$ cat src/rtl/muldiv_ctrl.sv
// muldiv_ctrl: issues RV32M mul/div ops to an unsigned multi-cycle engine.
// Handles operand sign stripping, divide-by-zero and signed-overflow presets,
// sign correction of the 64-bit engine output, and pipeline stall.
//
// state | meaning
// IDLE  | waiting for a request; special-case divides resolve here
// ISSUE | md_valid pulse to the engine
// WAIT  | engine busy, waiting for md_ready
// FIX   | sign-correct and select the 32-bit result
// DONE  | result_valid pulse
// DRAIN | killed op still in the engine; swallow its md_ready
module muldiv_ctrl #(
    parameter int XLEN = 32
) (
    input  logic              clk,
    input  logic              rst_n,
    input  logic              req_valid,
    input  logic [2:0]        funct3,
    input  logic [XLEN-1:0]   rs1,
    input  logic [XLEN-1:0]   rs2,
    input  logic              flush,
    output logic              stall,
    output logic [XLEN-1:0]   result,
    output logic              result_valid,
    output logic              md_valid,
    output logic              md_mode,
    output logic [XLEN-1:0]   md_a,
    output logic [XLEN-1:0]   md_b,
    input  logic              md_ready,
    input  logic [2*XLEN-1:0] md_out
);
    localparam logic [XLEN-1:0] INT_MIN = {1'b1, {(XLEN-1){1'b0}}};

    typedef enum logic [2:0] {
        S_IDLE, S_ISSUE, S_WAIT, S_FIX, S_DONE, S_DRAIN
    } state_t;

    state_t            state_q, state_d;
    logic [2:0]        op_q, op_d;
    logic              neg_q, neg_d;
    logic              mode_q, mode_d;
    logic [XLEN-1:0]   a_q, a_d;
    logic [XLEN-1:0]   b_q, b_d;
    logic [XLEN-1:0]   result_q, result_d;
    logic [2*XLEN-1:0] prod_q, prod_d;

    logic              sign1, sign2, dec_neg, div_zero, div_ovf;
    logic [XLEN-1:0]   abs1, abs2, dec_a, dec_b, preset;
    logic [2*XLEN-1:0] prod_neg;
    logic [XLEN-1:0]   div_sel, div_fix, fix_res;

    // Decode the incoming request: magnitudes, result sign, special-case presets
    always_comb begin
        sign1   = rs1[XLEN-1];
        sign2   = rs2[XLEN-1];
        abs1    = sign1 ? -rs1 : rs1;
        abs2    = sign2 ? -rs2 : rs2;
        dec_a   = rs1;
        dec_b   = rs2;
        dec_neg = 1'b0;
        case (funct3)
            3'b001, 3'b100: begin dec_a = abs1; dec_b = abs2; dec_neg = sign1 ^ sign2; end
            3'b110:         begin dec_a = abs1; dec_b = abs2; dec_neg = sign1; end
            3'b010:         begin dec_a = abs1; dec_neg = sign1; end
            default:        ;
        endcase
        div_zero = funct3[2] && (rs2 == '0);
        div_ovf  = funct3[2] && !funct3[0] && (rs1 == INT_MIN) && (rs2 == '1);
        // funct3[1] selects remainder vs quotient for the preset
        if (funct3[1]) preset = div_zero ? rs1 : '0;
        else           preset = div_zero ? '1 : INT_MIN;
    end

    // Sign correction and word select on the captured engine output
    always_comb begin
        prod_neg = neg_q ? -prod_q : prod_q;
        div_sel  = op_q[1] ? prod_q[2*XLEN-1:XLEN] : prod_q[XLEN-1:0];
        div_fix  = neg_q ? -div_sel : div_sel;
        if (op_q[2])               fix_res = div_fix;
        else if (op_q[1:0] == 2'b00) fix_res = prod_neg[XLEN-1:0];
        else                       fix_res = prod_neg[2*XLEN-1:XLEN];
    end

    // Next-state and datapath register updates
    always_comb begin
        state_d  = state_q;
        op_d     = op_q;
        neg_d    = neg_q;
        mode_d   = mode_q;
        a_d      = a_q;
        b_d      = b_q;
        result_d = result_q;
        prod_d   = prod_q;
        case (state_q)
            S_IDLE: begin
                if (req_valid && !flush) begin
                    op_d   = funct3;
                    neg_d  = dec_neg;
                    mode_d = funct3[2];
                    a_d    = dec_a;
                    b_d    = dec_b;
                    if (div_zero || div_ovf) begin
                        result_d = preset;
                        state_d  = S_DONE;
                    end else begin
                        state_d  = S_ISSUE;
                    end
                end
            end
            // engine has already seen md_valid, so a flush must drain it
            S_ISSUE: state_d = flush ? S_DRAIN : S_WAIT;
            S_WAIT: begin
                if (flush) begin
                    state_d = md_ready ? S_IDLE : S_DRAIN;
                end else if (md_ready) begin
                    prod_d  = md_out;
                    state_d = S_FIX;
                end
            end
            S_FIX: begin
                if (flush) begin
                    state_d = S_IDLE;
                end else begin
                    result_d = fix_res;
                    state_d  = S_DONE;
                end
            end
            S_DONE:  state_d = S_IDLE;
            S_DRAIN: if (md_ready) state_d = S_IDLE;
            default: state_d = S_IDLE;
        endcase
    end

    // State and datapath registers
    always_ff @(posedge clk or negedge rst_n) begin
        if (!rst_n) begin
            state_q  <= S_IDLE;
            op_q     <= '0;
            neg_q    <= 1'b0;
            mode_q   <= 1'b0;
            a_q      <= '0;
            b_q      <= '0;
            result_q <= '0;
            prod_q   <= '0;
        end else begin
            state_q  <= state_d;
            op_q     <= op_d;
            neg_q    <= neg_d;
            mode_q   <= mode_d;
            a_q      <= a_d;
            b_q      <= b_d;
            result_q <= result_d;
            prod_q   <= prod_d;
        end
    end

    assign stall = ((state_q == S_IDLE) && req_valid && !flush) ||
                   (state_q == S_ISSUE) || (state_q == S_WAIT) || (state_q == S_FIX) ||
                   ((state_q == S_DRAIN) && req_valid);
    assign result_valid = (state_q == S_DONE) && !flush;
    assign md_valid     = (state_q == S_ISSUE);
    assign md_mode      = mode_q;
    assign md_a         = a_q;
    assign md_b         = b_q;
    assign result       = result_q;

endmodule

$ cat config.mk
export PLATFORM = sky130hd
export DESIGN_NAME = muldiv_ctrl
export DESIGN_NICKNAME = d
export VERILOG_FILES = /design/src/rtl/muldiv_ctrl.sv
export SDC_FILE = /design/constraint.sdc
export NUM_CORES = 1
export LEC_CHECK = 0
export CAP_MARGIN = 20
export CORE_ASPECT_RATIO = 0.5
export CORE_MARGIN = 2
export CORE_UTILIZATION = 40
export CTS_BUF_LIST = sky130_fd_sc_hd__clkbuf_8
export DETAILED_ROUTE_END_ITERATION = 8
export PLACE_DENSITY_LB_ADDON = 0.12
export SLEW_MARGIN = 5
export SYNTH_ARGS = -nofsm -noshare
export SYNTH_HDL_FRONTEND = slang
export SYNTH_SLANG_ARGS = --single-unit
export TNS_END_PERCENT = 1
$ cat constraint.sdc
create_clock -name clk -period 4.8 [get_ports clk]
set_input_delay 0.96 -clock clk [delete_from_list [all_inputs] [get_ports clk]]
set_output_delay 0.96 -clock clk [all_outputs]
set_load 0.05 [all_outputs]
==> metrics, run 1 <==
worst reg2reg setup slack just under 1000 ps; Total Die Area 31300 um^2; critical path startpoint category flop; DRT Wirelength 45.0 mm; vertical die dimension around 130 um; clock tree from TritonCTS done; Max Buffers Root-to-Sink 2; input/output buffers 235; count of mapped cells out of synthesis 1393; Worst R2R End result[28]; flops & latches, synth around 170; standard-cell rows 44; worst setup path startpoint prod_q[1]; die width around 250 um; combined area of the multi-input logic cells about 7200 um^2; pin count of the biggest net entering global routing around 100; fraction of the yosys area taken by sequential cells 0.350; number of buffers created by CTS 17; share of power burned in the clock network 0.105; post-synthesis instance area around 12000 um^2; Clock Latency Late Sink ~510 ps; count of endpoints failing hold in the final timing report 0; total of max-cap violations 0; worst ir drop on vdd ~0.4 mV; total of endpoints with negative setup slack in the final report 0; classification of the worst setup path flop to flop; final estimated routing congestion in global placement between 0.9 and 1; sequential standard cell area 4180 um^2; Primary FF master, synth sky130_fd_sc_hd__dfrtp_1; sink count of the clock tree about 170; highest fanout seen on the critical path 5; power dissipated by switching net loads about 5.5 mW; post-CTS repair timing setup buffer count 0; GRT Residual Overflow 0; deepest level of the CTS H-tree 4; required time worst endpoint approximately 5300 ps; synthesized net count 1534; setup_tns 0 ps; via count roughly 12000; initial antenna violation count 2; worst clock skew around 15 ps; Via-to-Cell Ratio 5.94; share of the core filled with cells in the final layout 0.511; sequential cell fraction of total power 0.307; Clock Pin Slew Worst Setup and Hold Paths ~110 ps; Finished Layout Cells between 1500 and 2000; crit-path cells inv_1, ha_1, nor4b_1, nand3_1, or4_1, o21ai_1, xor2_1, a2111oi_0, buf_1, buf_4, o22a_1; layout cell share with drive strength beyond 1 0.107; core region area 29200 um^2; number of buffer and inverter instances along the worst setup path 3; crit path capture type flop; I/O pin count around 240; number of warnings printed during yosys synthesis 0; RSZ-0062 raised after global routing no; number of cells on the critical path 11; Sw Ratio 0.542; Clock Root Buffer sky130_fd_sc_hd__clkbuf_8; Largest stage delay, worst path about 580 ps; # resized after CTS 0; overall power of the completed layout 10.1 mW; Crit Reg-Reg Startpoint prod_q[1]; fill cell total of the finished layout 2777; status finished clean; via count of the first global-routing pass ~11000; post-synthesis to final-layout area growth 25.1%; final hold slack 484 ps; wire per inst 22.9 um; cell with the biggest individual delay on the critical path sky130_fd_sc_hd__nor4b_1; LEAKAGE between 5 and 6 nW; overall track demand over capacity in global routing 0.286; proportion of power drawn by combinational gates 0.588; Power Internal around 4.6 mW; CP Capture Point result[28]; library cells used by synthesis between 70 and 80; power per unit of standard cell area ~680 nW/um^2; number of nets in the layout approximately 1700; Detail Route Antenna Nets 0; iteration-0 DRC count of the detailed router 1230; achievable frequency ~260 MHz; worst slew margin relative to its limit 0.323; path category of the worst min-delay check flop to flop; final routed DRC violation total 0; cells on worst reg2reg path 11; Post-Synthesis Mean Instance Area roughly 8.6 um^2; crit-path leading delay family simple AND/OR/NAND/NOR gates; placed cells roughly 1900; Hold-fix buffers, CTS 0; first drt pass iteration count 5; final period demand of the worst path approximately 3800 ps; number of enable-type register cells in the synthesized netlist 0; FFs w/ async S/R, synth 1.00; Final Cycle Share 0.800; Worst-Margin Slew 1020 ps; total count of max-transition violations in the final report 0; detailed placer's ending HPWL approximately 34 mm; critical path data arrival time roughly 4300 ps; initial standard-cell utilization of the core 0.409; first-pass GRT wire length roughly 68 mm
[metrics by stage]
step | cell area (um^2) | setup slack (ps)
2_1_floorplan | 11900 | 1230
4_1_cts | 14900 | 987
3_3_place_gp | 14500 | 569
6_report | 14900 | 961
5_1_grt | 14900 | 710
3_5_place_dp | 14500 | 855
[routing by layer]
| layer | vias up | GRT usage | routed length (um) |
|---|---|---|---|
| met4 | 0 | 0.100 | 1260 |
| met3 | 82 | 0.0731 | 3950 |
| met2 | 506 | 0.435 | 20100 |
| met1 | 5709 | 0.394 | 19700 |
| li1 | 5383 | - | - |
| met5 | - | 0 | 0 |
[worst min-delay path by stage]
| stage | from | to | cells after the start |
|---|---|---|---|
| floorplan | op_q[0] | op_q[0] | 2 |
| global placement | md_a[31] | md_a[31] | 2 |
| detailed placement | md_a[31] | md_a[31] | 2 |
| CTS | md_a[31] | md_a[31] | 2 |
| global route | md_b[11] | md_b[11] | 2 |
| finish | md_a[31] | md_a[31] | 2 |
[sequential cells by signal, summed over array words and instances (netlist names)]
signal,count
state_q,3
md_b,32
op_q,3
md_a,32
neg_q,1
prod_q,64
result,32
[power by group through the flow]
stage | registers (mW) | clock network (mW) | logic, mW
floorplan | 3.79 | 0 | 3.05
detailed placement | 3.09 | 0 | 5.86
finish | 3.09 | 1.06 | 5.92
CTS | 3.06 | 1.08 | 5.88
global placement | 3.07 | 0 | 5.82
global route | 3.18 | 1.15 | 6.30
[area by class of cell]
cell class                      count  share of cell area
Clock inverter                     14             0.00989
Multi-Input combinational cell   1086               0.481
Antenna cell                        2            0.000335
Sequential cell                   167               0.280
Clock buffer                       18              0.0166
Timing Repair Buffer              261               0.172
Tap cell                          391              0.0328
Inverter                           28             0.00704
[cell usage after synthesis, drive strengths merged, types with 5 or more instances]
master	instances	area share
a211oi	5	0.0031
a21oi	82	0.035
a221oi	7	0.0057
a31oi	16	0.0084
a41oi	5	0.0037
and3	8	0.0042
buf	41	0.019
clkbuf	71	0.022
dfrtp	167	0.35
ha	5	0.0052
inv	25	0.0079
mux2	68	0.064
mux2i	39	0.033
nand2	153	0.048
nand2b	14	0.0073
nand3	23	0.010
nand4	16	0.0089
nor2	96	0.030
nor3	43	0.020
nor3b	7	0.0044
nor4	44	0.035
nor4b	7	0.0051
o211ai	14	0.0088
o21a	6	0.0038
o21ai	151	0.063
o22ai	10	0.0052
o31ai	26	0.018
o41ai	14	0.012
or2	10	0.0052
or3	19	0.010
or4	17	0.011
xnor2	72	0.053
xor2	62	0.046
[cell families after synthesis]
| family | share of synthesized area |
|---|---|
| XOR/XNOR | 0.0984 |
| AND/OR/NAND/NOR | 0.209 |
| AO/OA/AOI/OAI | 0.191 |
| flip-flops | 0.350 |
| multiplexers | 0.0969 |
| buffers and inverters | 0.0497 |
| adder cells (fa/ha/maj) | 0.00524 |
[tightest hold or removal path, stage by stage (launching register included)]
cell and delay [ps]:
sky130_fd_sc_hd__dfrtp_1 360, sky130_fd_sc_hd__nand2_1 50, sky130_fd_sc_hd__nand2_1 50
[placed cells by master (no fill, tap or decap), types with 5 or more instances in the layout]
cell / n
sky130_fd_sc_hd__or4_1: 16
sky130_fd_sc_hd__o21ai_0: 147
sky130_fd_sc_hd__xor2_1: 62
sky130_fd_sc_hd__nor3_1: 39
sky130_fd_sc_hd__nor3b_1: 7
sky130_fd_sc_hd__nor4_1: 31
sky130_fd_sc_hd__buf_4: 23
sky130_fd_sc_hd__nor4b_1: 7
sky130_fd_sc_hd__nand2_1: 153
sky130_fd_sc_hd__nor4_4: 7
sky130_fd_sc_hd__mux2i_1: 39
sky130_fd_sc_hd__mux2_2: 68
sky130_fd_sc_hd__o211ai_1: 14
sky130_fd_sc_hd__o31ai_1: 23
sky130_fd_sc_hd__a31oi_1: 16
sky130_fd_sc_hd__nor4_2: 6
sky130_fd_sc_hd__inv_8: 5
sky130_fd_sc_hd__xnor2_1: 72
sky130_fd_sc_hd__o21a_1: 6
sky130_fd_sc_hd__a21oi_1: 81
sky130_fd_sc_hd__o41ai_1: 12
sky130_fd_sc_hd__or3_1: 19
sky130_fd_sc_hd__a211oi_1: 5
sky130_fd_sc_hd__clkbuf_8: 18
sky130_fd_sc_hd__inv_1: 25
sky130_fd_sc_hd__a41oi_1: 5
sky130_fd_sc_hd__o22ai_1: 10
sky130_fd_sc_hd__a221oi_1: 6
sky130_fd_sc_hd__dfrtp_1: 165
sky130_fd_sc_hd__clkdlybuf4s50_1: 234
sky130_fd_sc_hd__nor2_1: 96
sky130_fd_sc_hd__nand2b_1: 14
sky130_fd_sc_hd__nand4_1: 15
sky130_fd_sc_hd__or2_2: 10
sky130_fd_sc_hd__ha_1: 5
sky130_fd_sc_hd__and3_1: 8
sky130_fd_sc_hd__nand3_1: 21
(Power assumes the default switching activity.)
==> run 2, diff against run 1 <==
==> constraint.sdc (replaced) <==
create_clock -name clk -period 3.87 [get_ports clk]
set_input_delay 0.774 -clock clk [delete_from_list [all_inputs] [get_ports clk]]
set_output_delay 0.774 -clock clk [all_outputs]
set_load 0.05 [all_outputs]
==> run 2 against run 1 <==
  * Sequential share of layout area is 0.69 points lower
  * Critical path depth is 2 lower
  * Clock-buffer cell count is 1 lower
  * Highest routed layer unchanged
  * Design area is 2.5% higher
  * Power is 27% higher
  * Core utilization is 1.3 points higher
  * Critical path type unchanged
  * Final cell count is 2.0% higher
  * Clock power is 29% higher
  * Register-to-register slack worse by 530 ps
==> metrics, run 2 (synthesized netlist as in run 1, its figures left out) <==
status finished clean; pin count of the biggest net entering global routing 101; deepest level of the CTS H-tree 4; die width 248 um; # resized after CTS 0; setup_tns 0 ps; sequential standard cell area approximately 4200 um^2; classification of the worst setup path flop to flop; antenna cells 0; worst ir drop on vdd between 0.5 and 0.6 mV; clock tree from TritonCTS done; initial standard-cell utilization of the core 0.409; number of buffer and inverter instances along the worst setup path 1; Max Buffers Root-to-Sink 2; Placed Area ~15000 um^2; Hold-fix buffers, CTS 0; fill cell total of the finished layout between 2000 and 3000; worst slew margin relative to its limit 0.462; power dissipated by switching net loads around 6.8 mW; initial antenna violation count 0; post-synthesis to final-layout area growth 28.2%; most frequent cells in the layout 232 x sky130_fd_sc_hd__clkdlybuf4s50_1, 165 x sky130_fd_sc_hd__dfrtp_1, 153 x sky130_fd_sc_hd__nand2_1, 147 x sky130_fd_sc_hd__o21ai_0, 96 x sky130_fd_sc_hd__nor2_1; Clock Root Buffer sky130_fd_sc_hd__clkbuf_8; overall track demand over capacity in global routing 0.284; Crit Reg-Reg Startpoint prod_q[1]; core region area between 20000 and 30000 um^2; path category of the worst min-delay check primary input to async pin; Final Cycle Share 0.889; number of cells on the critical path 9; Detail Route Antenna Nets 0; first drt pass iteration count 5; critical path data arrival time 3830 ps; post-CTS repair timing setup buffer count 0; Clock Latency Late Sink 520 ps; final estimated routing congestion in global placement 0.960; CP most frequent cell sky130_fd_sc_hd__o21ai_0; vertical die dimension ~130 um; standard-cell rows 44; cell with the biggest individual delay on the critical path sky130_fd_sc_hd__or4_1; sequential cell fraction of total power 0.279; placed cells 1974; combined area of the multi-input logic cells between 7000 and 8000 um^2; worst clock skew between 15 and 20 ps; crit-path leading delay family simple AND/OR/NAND/NOR gates; proportion of power drawn by combinational gates 0.613; input/output buffers 235; number of flip-flops under the largest register name 64; Sw Ratio 0.530; Total Die Area roughly 31000 um^2; achievable frequency slightly below 300 MHz; highest fanout seen on the critical path 5; final hold slack 238 ps; total count of max-transition violations in the final report 0; final routed DRC violation total 0; Largest stage delay, worst path between 600 and 700 ps; layout cell share with drive strength beyond 1 0.132; DRT Wirelength roughly 44 mm; worst reg2reg setup slack approximately 430 ps; leading cell type in the layout, fill and taps excluded sky130_fd_sc_hd__clkdlybuf4s50_1; final period demand of the worst path roughly 3400 ps; share of power burned in the clock network 0.107; RSZ-0062 raised after global routing no; required time worst endpoint between 4000 and 5000 ps; iteration-0 DRC count of the detailed router 1254; LEAKAGE just under 6 nW; register ranked first by flip-flop count prod_q; Finished Layout Cells between 2000 and 2500; crit path capture type flop; total of max-cap violations 0; wire per inst approximately 22 um; cells on worst reg2reg path 9; crit-path cells inv_1, ha_1, nor3b_1, nand4_1, or4_1, o21ai_0, xnor2_1, o21ai_0, a31oi_1; Worst-Margin Slew 800 ps; GRT Residual Overflow 0; Via-to-Cell Ratio between 5 and 6; Finished Cell Area roughly 15000 um^2; critical path startpoint category flop; sink count of the clock tree ~170; I/O pin count 236; first-pass GRT wire length 67.6 mm; Power Internal 6.01 mW; number of buffers created by CTS 17; power per unit of standard cell area approximately 840 nW/um^2; Clock Pin Slew Worst Setup and Hold Paths roughly 120 ps; number of nets in the layout between 1500 and 2000; total of endpoints with negative setup slack in the final report 0; count of endpoints failing hold in the final timing report 0; via count of the first global-routing pass 11100; Worst R2R End result[24]; detailed placer's ending HPWL 34.4 mm; via count 11700
run 2: area by class of cell:
type                            count  share of cell area
Timing Repair Buffer              302               0.191
Tap cell                          391              0.0320
Multi-Input combinational cell   1086               0.469
Sequential cell                   167               0.273
Clock inverter                     15              0.0121
Inverter                           28             0.00687
Clock buffer                       17              0.0153
run 2: layer usage:
layer,GRT usage,share of wire,wire [um],up-vias
li1,-,-,-,5460
met1,0.415,0.46,20500,5704
met2,0.442,0.45,19900,507
met3,0.0480,0.075,3350,40
met4,0.0602,0.015,666,0
met5,0,0,0,-
run 2: power by group through the flow:
stage / registers, mW / clock network [mW] / logic (mW)
CTS: 3.56 / 1.39 / 7.77
finish: 3.57 / 1.37 / 7.84
floorplan: 4.70 / 0 / 3.79
global route: 3.68 / 1.47 / 8.33
global placement: 3.56 / 0 / 7.70
detailed placement: 3.60 / 0 / 7.74
run 2: worst max path at each step:
stage	start	end	slack [ps]
finish	prod_q[1]	result[24]	430
detailed placement	rs2[10]	result[18]	120
global route	prod_q[1]	result[24]	240
global placement	rs2[10]	result[18]	240
CTS	prod_q[14]	result[28]	570
floorplan	op_q[1]	result[30]	300
run 2: through the flow:
step | util | power (mW) | setup slack (ps)
after global routing | 0.524 | 13.5 | 239
after floorplan | - | 8.49 | 298
final | 0.524 | 12.8 | 431
after global placement | 0.510 | 11.3 | 238
after CTS | 0.524 | 12.7 | 569
after detailed placement | 0.510 | 11.3 | 122
run 2: worst register-to-register path, stage by stage, from the launching register on:
cell and delay, ps:
sky130_fd_sc_hd__dfrtp_1 470, sky130_fd_sc_hd__inv_1 160, sky130_fd_sc_hd__ha_1 270, sky130_fd_sc_hd__nor3b_1 360, sky130_fd_sc_hd__nand4_1 310, sky130_fd_sc_hd__or4_1 670, sky130_fd_sc_hd__o21ai_0 250, sky130_fd_sc_hd__xnor2_1 90
sky130_fd_sc_hd__o21ai_0 570, sky130_fd_sc_hd__a31oi_1 170
==> run 3, diff against run 2 <==
--- a/config.mk
+++ b/config.mk
@@ -8,7 +8,7 @@
 export CAP_MARGIN = 20
 export CORE_ASPECT_RATIO = 0.5
 export CORE_MARGIN = 2
-export CORE_UTILIZATION = 40
+export CORE_UTILIZATION = 54
 export CTS_BUF_LIST = sky130_fd_sc_hd__clkbuf_8
 export DETAILED_ROUTE_END_ITERATION = 8
 export PLACE_DENSITY_LB_ADDON = 0.12
==> run 3 against run 2 <==
  * Core utilization rose by 17 points
  * Critical path type unchanged
  * Flip-flop and latch count did not move
  * Maximum frequency grew 0.25%
  * Power is 1.2% lower
  * Sequential share of layout area up 0.50 points
  * Clock power decreased by 3%
==> metrics, run 3 (synthesized netlist as in run 1, its figures left out) <==
number of flip-flops under the largest register name 64; number of nets in the layout 1727; path category of the worst min-delay check primary input to async pin; Via-to-Cell Ratio roughly 6.4; Total Die Area around 23000 um^2; critical path startpoint category flop; Clock Pin Slew Worst Setup and Hold Paths around 110 ps; RSZ-0062 raised after global routing no; standard-cell rows 38; total count of max-transition violations in the final report 0; crit-path cells nor4_1, nand4b_1, or3_1, o41ai_2, xor2_1, a221oi_1, buf_4, a221o_1; total of max-cap violations 0; initial standard-cell utilization of the core 0.550; Largest stage delay, worst path 730 ps; via count approximately 12000; final routed DRC violation total 0; deepest level of the CTS H-tree 4; vertical die dimension 109 um; pin count of the biggest net entering global routing about 130; post-synthesis to final-layout area growth 25.9%; Clock Latency Late Sink around 520 ps; count of endpoints failing hold in the final timing report 0; classification of the worst setup path flop to flop; first-pass GRT wire length 66.3 mm; I/O pin count about 240; worst clock skew roughly 22 ps; worst slew margin relative to its limit 0.277; crit path capture type flop; cell with the biggest individual delay on the critical path sky130_fd_sc_hd__or3_1; worst reg2reg setup slack 440 ps; most frequent cells in the layout 234 x sky130_fd_sc_hd__clkdlybuf4s50_1, 165 x sky130_fd_sc_hd__dfrtp_1, 153 x sky130_fd_sc_hd__nand2_1, 147 x sky130_fd_sc_hd__o21ai_0, 96 x sky130_fd_sc_hd__nor2_1; core region area 21700 um^2; Placed Area 14600 um^2; number of buffers created by CTS 17; Worst-Margin Slew 1080 ps; via count of the first global-routing pass about 11000; detailed placer's ending HPWL 32.3 mm; crit-path leading delay family simple AND/OR/NAND/NOR gates; highest fanout seen on the critical path 11; worst ir drop on vdd 0.579 mV; achievable frequency between 200 and 300 MHz; post-CTS repair timing setup buffer count 0; number of buffer and inverter instances along the worst setup path 1; leading cell type in the layout, fill and taps excluded sky130_fd_sc_hd__clkdlybuf4s50_1; final estimated routing congestion in global placement slightly below 1; # resized after CTS 0; iteration-0 DRC count of the detailed router 1737; antenna cells 0; Final Cycle Share 0.887; status finished clean; Finished Cell Area 15000 um^2; Max Buffers Root-to-Sink 2; power per unit of standard cell area about 840 nW/um^2; die width roughly 210 um; total of endpoints with negative setup slack in the final report 0; sink count of the clock tree 167; input/output buffers 235; first drt pass iteration count 6; Detail Route Antenna Nets 0; register ranked first by flip-flop count prod_q; required time worst endpoint roughly 4300 ps; wire per inst between 20 and 25 um; initial antenna violation count 0; LEAKAGE slightly below 6 nW; Clock Root Buffer sky130_fd_sc_hd__clkbuf_8; GRT Residual Overflow 0; critical path data arrival time 3830 ps; setup_tns 0 ps; clock tree from TritonCTS done; layout cell share with drive strength beyond 1 0.121; overall track demand over capacity in global routing 0.370; DRT Wirelength roughly 43 mm; Hold-fix buffers, CTS 0; final period demand of the worst path ~3400 ps
run 3: per-stage QoR:
step	hold WS (ps)	total power [mW]	util	cells	setup WS, ps
6_report	221	12.6	0.693	1898	439
5_1_grt	253	13.3	0.693	1898	319
4_1_cts	245	12.5	0.693	1898	462
3_5_place_dp	471	11.1	0.674	1867	166
3_3_place_gp	461	11.0	0.674	1867	272
2_1_floorplan	460	8.49	-	1393	298
run 3: layout make-up:
class	instances	area, um^2
multi-input combinational	1086	7180
clock inverter	14	176
fill	1766	6660
inverter	28	105
tap	300	375
timing repair buffer	286	2770
sequential	167	4180
clock buffer	17	234
run 3: power breakdown:
part	internal [mW]	total [mW]	switching [mW]	leakage, nW
Clock	0.548	1.33	0.786	0.208
Combinational	2.81	7.69	4.88	3.47
Sequential	2.53	3.61	1.08	2.09
run 3: worst paths after layout:
check,startpoint,endpoint,depth (start not counted)
max in group asynchronous,rst_n,prod_q[36],2
worst max register to register,prod_q[12],result[27],8
worst max-delay path,prod_q[12],result[27],8
min in group clk,md_b[14],md_b[14],2
worst min register to register,md_b[14],md_b[14],2
worst min-delay path,rst_n,md_b[13],1
run 3: metal layers:
layer / GRT usage / vias up / share of wire
met3: 0.0957 / 94 / 0.11
met5: 0 / - / 0
met1: 0.517 / 5881 / 0.43
met4: 0.104 / 0 / 0.024
li1: - / 5416 / -
met2: 0.572 / 720 / 0.44
